==> src/rtl/gf16_pkg.sv <==
// gf16_pkg -- shared GF(2^16) definitions for the inversion responder and the
// multiplier array model.
//   Field: x^16 + x^12 + x^3 + x + 1 (POLY holds the low terms).
//   gf16_t is declared [0:15] so bit 0 carries x^15 and bit 15 carries x^0;
//   the numeric value of a vector therefore reads directly as the polynomial.
// Ports: none (package).
package gf16_pkg;

   localparam int          M           = 16;
   localparam logic [15:0] POLY        = 16'h100B;
   localparam logic [3:0]  N_ITER      = 4'd14;
   localparam logic [3:0]  N_ITER_FAST = 4'd7;

   typedef logic [0:M-1] gf16_t;

   typedef enum logic {
      IDLE,
      ITER
   } state_t;

   // Polynomial-basis multiply, MSB-first shift-and-add with reduction on
   // every shift so the partial product never exceeds 16 bits.
   function automatic gf16_t gf16_mul(gf16_t a, gf16_t b);
      logic [15:0] x;
      logic [15:0] y;
      logic [15:0] p;
      x = a;
      y = b;
      p = '0;
      for (int i = 15; i >= 0; i--) begin
         p = {p[14:0], 1'b0} ^ (p[15] ? POLY : 16'h0000);
         if (y[i]) begin
            p = p ^ x;
         end
      end
      return gf16_t'(p);
   endfunction

   function automatic gf16_t gf16_sq(gf16_t a);
      return gf16_mul(a, a);
   endfunction

endpackage

==> src/rtl/gf16_inv_gen_if.sv <==
// gf16_inv_gen_if -- request/response bundle between the polynomial divider
// (master) and the GF(2^16) inversion responder (slave).
//   inv_en    : enable, low aborts and idles the responder
//   inv_trg   : one-cycle start strobe
//   inv_in    : operand
//   inv_r_dat : inverse, held until the next completion
//   inv_busy  : responder is iterating
//   inv_done  : one-cycle pulse when inv_r_dat updates
interface gf16_inv_gen_if;
   import gf16_pkg::*;

   logic  inv_en;
   logic  inv_trg;
   gf16_t inv_in;
   gf16_t inv_r_dat;
   logic  inv_busy;
   logic  inv_done;

   modport master (
      output inv_en, inv_trg, inv_in,
      input  inv_r_dat, inv_busy, inv_done
   );

   modport slave (
      input  inv_en, inv_trg, inv_in,
      output inv_r_dat, inv_busy, inv_done
   );

endinterface

==> src/rtl/gf16_sqmul.sv <==
// gf16_sqmul -- combinational exponentiation step y = r^2 * a in GF(2^16).
// Ports:
//   r : running accumulator
//   a : base operand
//   y : r*r*a reduced modulo the field polynomial
module gf16_sqmul
   import gf16_pkg::*;
(
   input  gf16_t r,
   input  gf16_t a,
   output gf16_t y
);

   assign y = gf16_mul(gf16_sq(r), a);

endmodule

==> src/rtl/gf16_inv_gen.sv <==
// gf16_inv_gen -- GF(2^16) inversion responder computing a^(2^16-2).
// Each step maps acc -> acc^2 * a, so after k steps the exponent is
// 2^(k+1)-1; fourteen steps give 2^15-1 and one final squaring gives
// 2^16-2 = a^-1 (operand 0 maps to 0).
// Ports:
//   clk : rising-edge clock
//   rst : synchronous active-high reset
//   inv : gf16_inv_gen_if slave modport (inv_en/inv_trg/inv_in in,
//         inv_r_dat/inv_busy/inv_done out)
// Build option: GF16_INV_FAST_EN chains two steps per cycle, so the
// iteration takes 7 cycles instead of 14 (latency 8 instead of 15).
module gf16_inv_gen
   import gf16_pkg::*;
(
   input logic          clk,
   input logic          rst,
   gf16_inv_gen_if.slave inv
);

`ifdef GF16_INV_FAST_EN
   localparam bit FAST = 1'b1;
`else
   localparam bit FAST = 1'b0;
`endif
   localparam logic [3:0] LAST = FAST ? N_ITER_FAST : N_ITER;

   state_t     state, state_next;
   gf16_t      base, base_next;
   gf16_t      acc, acc_next;
   logic [3:0] cnt, cnt_next;
   gf16_t      r_dat, r_dat_next;
   logic       done, done_next;
   gf16_t      step;

`ifdef GF16_INV_FAST_EN
   gf16_t mid;

   gf16_sqmul u_sqmul0 (.r(acc), .a(base), .y(mid));
   gf16_sqmul u_sqmul1 (.r(mid), .a(base), .y(step));
`else
   gf16_sqmul u_sqmul0 (.r(acc), .a(base), .y(step));
`endif

   // State and datapath registers; reset discards any operation in flight.
   always_ff @(posedge clk) begin
      if (rst) begin
         state <= IDLE;
         base  <= '0;
         acc   <= '0;
         cnt   <= '0;
         r_dat <= '0;
         done  <= 1'b0;
      end else begin
         state <= state_next;
         base  <= base_next;
         acc   <= acc_next;
         cnt   <= cnt_next;
         r_dat <= r_dat_next;
         done  <= done_next;
      end
   end

   // Next-state logic. Disable wins over everything, a trigger restarts
   // even mid-iteration (so a pending result is never published), and the
   // terminal count performs the final squaring into the result register.
   always_comb begin
      state_next = state;
      base_next  = base;
      acc_next   = acc;
      cnt_next   = cnt;
      r_dat_next = r_dat;
      done_next  = 1'b0;

      if (!inv.inv_en) begin
         state_next = IDLE;
      end else if (inv.inv_trg) begin
         base_next  = inv.inv_in;
         acc_next   = inv.inv_in;
         cnt_next   = '0;
         state_next = ITER;
      end else if (state == ITER) begin
         if (cnt == LAST) begin
            r_dat_next = gf16_sq(acc);
            done_next  = 1'b1;
            state_next = IDLE;
         end else begin
            acc_next = step;
            cnt_next = cnt + 4'd1;
         end
      end
   end

   assign inv.inv_r_dat = r_dat;
   assign inv.inv_busy  = (state == ITER);
   assign inv.inv_done  = done;

endmodule

==> src/flat_wrapper.sv <==
// flat-port wrapper written by rule: the top's interface ports become plain ports
module gf16_inv_gen_flat import gf16_pkg::*;
  (clk, rst, inv_inv_en, inv_inv_trg, inv_inv_in, inv_inv_r_dat, inv_inv_busy, inv_inv_done);
  gf16_inv_gen_if inv_i ();
  input logic clk;
  input logic rst;
  input wire logic [$bits(inv_i.inv_en)-1:0] inv_inv_en;
  input wire logic [$bits(inv_i.inv_trg)-1:0] inv_inv_trg;
  input wire logic [$bits(inv_i.inv_in)-1:0] inv_inv_in;
  output wire logic [$bits(inv_i.inv_r_dat)-1:0] inv_inv_r_dat;
  output wire logic [$bits(inv_i.inv_busy)-1:0] inv_inv_busy;
  output wire logic [$bits(inv_i.inv_done)-1:0] inv_inv_done;
  assign inv_i.inv_en = inv_inv_en;
  assign inv_i.inv_trg = inv_inv_trg;
  assign inv_i.inv_in = inv_inv_in;
  assign inv_inv_r_dat = inv_i.inv_r_dat;
  assign inv_inv_busy = inv_i.inv_busy;
  assign inv_inv_done = inv_i.inv_done;
  gf16_inv_gen u_core (.clk(clk), .rst(rst), .inv(inv_i));
endmodule
==> config.mk <==
export PLATFORM = sky130hd
export DESIGN_NAME = gf16_inv_gen_flat
export DESIGN_NICKNAME = d
export VERILOG_FILES = /design/src/rtl/gf16_pkg.sv /design/src/rtl/gf16_inv_gen_if.sv /design/src/rtl/gf16_sqmul.sv /design/src/rtl/gf16_inv_gen.sv /design/src/flat_wrapper.sv
export SDC_FILE = /design/constraint.sdc
export NUM_CORES = 1
export LEC_CHECK = 0
export CORE_ASPECT_RATIO = 1.1
export CORE_UTILIZATION = 50
export DETAILED_ROUTE_END_ITERATION = 8
export MAX_ROUTING_LAYER = met4
export PLACE_DENSITY = 0.68
export SYNTH_ARGS = -nofsm -noshare
export SYNTH_HDL_FRONTEND = slang
export SYNTH_SLANG_ARGS = --single-unit
==> constraint.sdc <==
create_clock -name clk -period 10.4 [get_ports clk]
set_input_delay 2.6 -clock clk [delete_from_list [all_inputs] [get_ports clk]]
set_output_delay 2.6 -clock clk [all_outputs]
set_load 0.02 [all_outputs]
# After elaboration in Yosys (flattened, before gate mapping)
# Cells that the tools add are included.
# classes
addsub	1
eq_ne	2
muxes	162
n_bitwise	93
reduce_logical	6
# op_table
operator	count
16-bit 2-to-1 mux	110
16-bit bitwise XOR	60
13-bit 2-to-1 mux	45
16-bit by 13-bit bitwise XOR with 16-bit output	30
4-bit 2-to-1 mux	3
4-bit by 1-bit adder with 4-bit output (second input constant)	1
4-bit == test (second input constant)	1
1-bit 2-to-1 mux	4
4-bit AND reduction	1
4-bit OR reduction	1
1-bit inverter	3
3-bit AND reduction	1
2-bit != test (second input constant)	1
2-bit AND reduction	1
2-bit nonzero test	1
2-bit OR reduction	1
# totals
regBits	54
out_inout_bits	18
word_cells	270

# Logic depth before layout (Yosys ltp)
# logic_depth
ltp_word	125
ltp_mapped	14
mapped_depth_nobuf	12

# By module
# A second synthesis with hierarchy kept.
# hier_totals
hier_cells	904
hier_area_um2	7223.2
# modules_own_cells
module	instances	cells_per_inst	area_each_um2
gf16_sqmul	1	629	4684.5
gf16_inv_gen	1	275	2538.7

# Worst setup path before layout
# No wires, ideal clock.
# synth_path
path_type	input to register
start	input port inv_inv_trg
end	register u_core.r_dat[0] (netlist: u_core.inv.inv_r_dat[0])
setup_ps	70
t_arrival_ps	3780
required_time_ps	10330
setup_slack_ps	6549
stages	7
path_buffers	3
path_cell_list	clkbuf_1 nor2b_1 and3_1 clkbuf_1 clkbuf_1 nand2_1 a21oi_1
# synth_via
elab_chain_len	2
# synth_rtl
element	line	source
start, declared	flat_wrapper.sv:8	input wire logic [$bits(inv_i.inv_trg)-1:0] inv_inv_trg;
1-bit inverter (no line)	-	
4-bit AND reduction (no line)	-	
end signal, assigned	gf16_inv_gen.sv:58	r_dat <= r_dat_next;
end, declared	gf16_inv_gen.sv:31	gf16_t r_dat, r_dat_next;
# Every way passes these cells.
# A chain may end at the register's enable or synchronous reset.

# Worst setup path after layout
# layout_path
start	register u_core.acc[15]
end	register u_core.acc[1]
# layout_via
elab_chain_len	103
word_cells_on_any_way	119
cone_classes	59 x mux; 60 x bitwise
# layout_rtl
element	line	source
start, declared	gf16_inv_gen.sv:29	gf16_t acc, acc_next;
start signal, assigned	gf16_inv_gen.sv:56	acc <= acc_next;
16-bit 2-to-1 mux	gf16_pkg.sv:32	if (y[i]) begin
13-bit 2-to-1 mux / 16-bit by 13-bit bitwise XOR with 16-bit output (equally long branches)	gf16_pkg.sv:31	p = {p[14:0], 1'b0} ^ (p[15] ? POLY : 16'h0000);
16-bit by 13-bit bitwise XOR with 16-bit output / 16-bit bitwise XOR (equally long branches)	gf16_pkg.sv:31, gf16_pkg.sv:33	
16-bit bitwise XOR / 16-bit 2-to-1 mux (equally long branches)	gf16_pkg.sv:33, gf16_pkg.sv:32	
16-bit 2-to-1 mux / 13-bit 2-to-1 mux (equally long branches)	gf16_pkg.sv:32, gf16_pkg.sv:31	
16-bit by 13-bit bitwise XOR with 16-bit output	gf16_pkg.sv:31	
16-bit bitwise XOR	gf16_pkg.sv:33	p = p ^ x;
16-bit 2-to-1 mux	gf16_pkg.sv:32	
[87 not listed]	-	
16-bit bitwise XOR / 16-bit 2-to-1 mux (equally long branches)	gf16_pkg.sv:33, gf16_pkg.sv:32	
16-bit 2-to-1 mux / 13-bit 2-to-1 mux (equally long branches)	gf16_pkg.sv:32, gf16_pkg.sv:31	
16-bit by 13-bit bitwise XOR with 16-bit output	gf16_pkg.sv:31	
16-bit bitwise XOR	gf16_pkg.sv:33	
16-bit 2-to-1 mux (*)	gf16_pkg.sv:32	
16-bit 2-to-1 mux (*)	gf16_inv_gen.sv:82	if (cnt == LAST) begin
16-bit 2-to-1 mux (*)	gf16_inv_gen.sv:81	end else if (state == ITER) begin
16-bit 2-to-1 mux (*)	gf16_inv_gen.sv:76	end else if (inv.inv_trg) begin
# Every way passes the cells marked *; elsewhere a longest branch is shown, timed or not. The select of a mux whose other input is x is not followed.

==> metrics.md <==
| Metric | Value |
|---|---|
| Worst path cell trace | `ha_1 > xnor2_1 > mux2i_1 > xnor3_1 > nand2_1 > xnor2_1 > xor3_2 > xnor2_4 > xnor3_2 > xnor3_1 > a32o_1` |
| Xor and xnor area share after synthesis | `0.4548` |
| Mapped Cells | `910` |
| Clock tree root buffer cell | `clkbuf_16` |
| CP Max Fanout | `22` |
| Post-synthesis register bit count | `54` |
| First-pass GRT wire length | `32.64 mm` |
| FF-to-FF path depth | `11` |
| Port bufs | `37` |
| ANT cells | `0` |
| Slew HR | `0.2434` |
| DRT Pass-1 Iters | `5` |
| # DRC | `0` |
| GP Congestion | `0.9016` |
| Post-CTS Setup Repair Bufs | `0` |
| Drt initial violations | `642` |
| Boundary Pins | `38` |
| # hold bufs at CTS | `0` |
| CP peak stage delay | `1.01 ns` |
| # rows | `45` |
| GRT Resource Usage Total | `0.3077` |
| Vias in the first global route | `5598` |
| Mux contribution to synthesized area | `0.02086` |
| Largest family of logic cells by synthesized area | `XOR/XNOR gates` |
| Pre-CTS setup slack | `5.306 ns` |
| CTS tree | `yes` |
| DR WL/cell | `19.60 microns` |
| Largest net degree at the start of global routing | `52` |
| Share of cells above drive strength 1 | `0.06808` |
| R2R Path Start | `u_core.acc[15]` |
| Clock Path Buffers | `2` |
| Worst Setup SP | `u_core.acc[15]` |
| Hold WS | `0.4619 ns` |
| Num CTS Buffers | `5` |
| Worst-skew pair later-pin latency | `0.30 ns` |
| Clk_skew | `0.01087 ns` |
| Crit-path leading delay family | `XOR/XNOR gates` |
| Status | `finished clean` |
| Reg-to-reg setup timing slack | `5.47 ns` |
| # H-tree levels | `2` |
| # clock sinks | `54` |
| Min cycle time layout | `4.928 ns` |
| Post-layout util | `0.5561` |
| Startpoint Class | `flop` |
| Fmax | `0.2029 GHz` |
| Crit path kind | `flop to flop` |
| Synth Cell Area | `7078 sq um` |
| Area share of fa/ha/maj cells after synthesis | `0.005303` |
| Final wirelength | `21.24 mm` |
| Critical path destination | `u_core.acc[1]` |
| FFs w/ async S/R, synth | `0` |
| Worst path depth | `11` |
| Hold Crit Class | `flop to flop` |
| RSZ-0062 raised after global routing | `no` |
| Vias | `6100` |
| Slew at the pin closest to its max-slew limit | `1.129 ns` |
| Hold_sp | `u_core.inv.inv_r_dat[5]` |
| Post-DR vias/cell | `5.627` |
| Crit share post-route | `0.4739` |
| PnR worst setup slack | `5.472 ns` |
| R2R Path End | `u_core.acc[1]` |
| Leading cell types in the layout, fill and taps excluded | `nand2_1 (291), xnor2_1 (140), dfxtp_1 (54), a21oi_1 (52), xor2_1 (47)` |
| Warnings from Yosys | `0` |
| Setup TNS | `0 ns` |
| Setup crit end kind | `flop` |
| Max Cap Violations | `0` |
| Number of synthesized flops with an enable pin | `0` |
| Mean post-synth cell area | `7.778 sq um` |
| Final slew viol count | `0` |
| Slowest cell on the critical path | `xnor3_1` |
| Final ANT Viol Nets | `0` |
| Fin. Hold Viols | `0` |
| Die Y-Extent | `126.8 microns` |
| Post-DP HPWL | `14.19 mm` |
| Most common cell after layout, fill and taps aside | `nand2_1` |
| Post-synthesis simple-gate area fraction | `0.2072` |
| Gr ovfl total | `0` |
| Starting Density | `0.5131` |
| Primary FF master, synth | `dfxtp_1` |
| Area grow syn2layout | `8.379%` |
| CTS clock-pin slew for the worst setup and hold paths | `0.07 ns` |
| Post_cts resized | `0` |
| DIE WIDTH | `115.4 microns` |
| Core ar. | `13790 sq um` |
| Initial antenna violation count | `0` |
| Compound-gate portion of the synthesized area | `0.1064` |
| # setup viols final | `0` |
| Post-synthesis sequential area ratio | `0.1527` |
| Critical Path AT | `5.11 ns` |
| Crit path buffers/inverters | `0` |
| Die ar. | `14640 sq um` |
| Syn nets | `933` |
| # nets final | `918` |
| Synth unique cells | `56` |
| Worst EP required | `10.58 ns` |
worst min-delay path by stage:
stage	end	slack [ns]	depth (start not counted)
finish	u_core.inv.inv_r_dat[5]	0.46	2
global route	u_core.inv.inv_r_dat[1]	0.48	2
CTS	u_core.base[15]	0.46	2
detailed placement	u_core.base[15]	0.45	2
global placement	u_core.base[15]	0.45	2
floorplan	u_core.acc[7]	0.47	1
final cells by class:
cell class,count,area [sq um]
repair buffers,58,523.0
clock inverters,2,38.79
clock buffers,6,138.9
fillers,1280,6123
inverters,8,30.03
flip-flops and latches,54,1081
well taps,188,235.2
multi-input cells,768,5624
flip-flops by register name, indices dropped and copies added (netlist names):
signal	count
u_core.acc	16
u_core.base	16
u_core.cnt	4
u_core.inv.inv_busy	1
u_core.inv.inv_done	1
u_core.inv.inv_r_dat	16
layer usage:
metal / GRT usage / up-vias / wire length [microns]
met5: - / - / 0
met4: 0.1467 / 0 / 1058
met3: 0.02723 / 60 / 1564
met2: 0.4706 / 276 / 9552
met1: 0.4086 / 2861 / 9068
li1: - / 2903 / -
cell usage after synthesis, types with 2 or more instances:
cell type | n | share of area
xnor2_4 | 2 | 0.0078
o211a_1 | 3 | 0.0042
xor3_2 | 3 | 0.011
xnor2_1 | 140 | 0.17
xor2_2 | 3 | 0.0069
xnor3_1 | 45 | 0.14
a31oi_1 | 5 | 0.0044
a21oi_1 | 52 | 0.037
nor2b_1 | 7 | 0.0062
clkbuf_1 | 56 | 0.030
nand3_1 | 3 | 0.0021
buf_6 | 4 | 0.0064
nand4_1 | 2 | 0.0018
ha_1 | 3 | 0.0053
buf_2 | 7 | 0.0049
o21ai_0 | 17 | 0.012
a22oi_1 | 7 | 0.0074
xor2_1 | 47 | 0.058
o221ai_1 | 2 | 0.0025
mux2_2 | 5 | 0.0080
dfxtp_1 | 54 | 0.15
and3_1 | 4 | 0.0035
nand2_1 | 291 | 0.15
a221oi_1 | 2 | 0.0025
nor3_1 | 13 | 0.0092
inv_1 | 8 | 0.0042
a21boi_0 | 6 | 0.0064
mux2i_1 | 8 | 0.011
nor2_1 | 39 | 0.021
a311o_1 | 2 | 0.0028
xnor3_2 | 3 | 0.010
a211oi_1 | 5 | 0.0053
xnor2_2 | 12 | 0.028
xor3_1 | 4 | 0.013
nand2b_1 | 5 | 0.0044
o22ai_1 | 10 | 0.0088
buf_1 | 12 | 0.0064
worst min-delay path, delay by kind of cell, from the launching register on:
kind / cells / cell delay, ns
and+or+nand+nor: 1 / 0.05
AOI/OAI and AO/OA: 1 / 0.05
DFF: 1 / 0.31
kinds of logic after synthesis:
logic type               count (synthesis)
AND/OR/NAND/NOR                        369
AO/OA/AOI/OAI                          122
multiplexers                            14
buffers and inverters                   88
flip-flops                              54
XOR/XNOR                               260
adder cells (fa/ha/maj)                  3
stage by stage:
| step | std cells | cell area (sq um) |
|---|---|---|
| finish | 1084 | 7671 |
| global route | 1084 | 7671 |
| CTS | 1084 | 7671 |
| detailed placement | 1076 | 7493 |
| global placement | 1076 | 7493 |
| floorplan | 910 | 7078 |
Power is not shown: default switching activity piles up to over one toggle a cycle in this logic, so the estimate is an artifact.
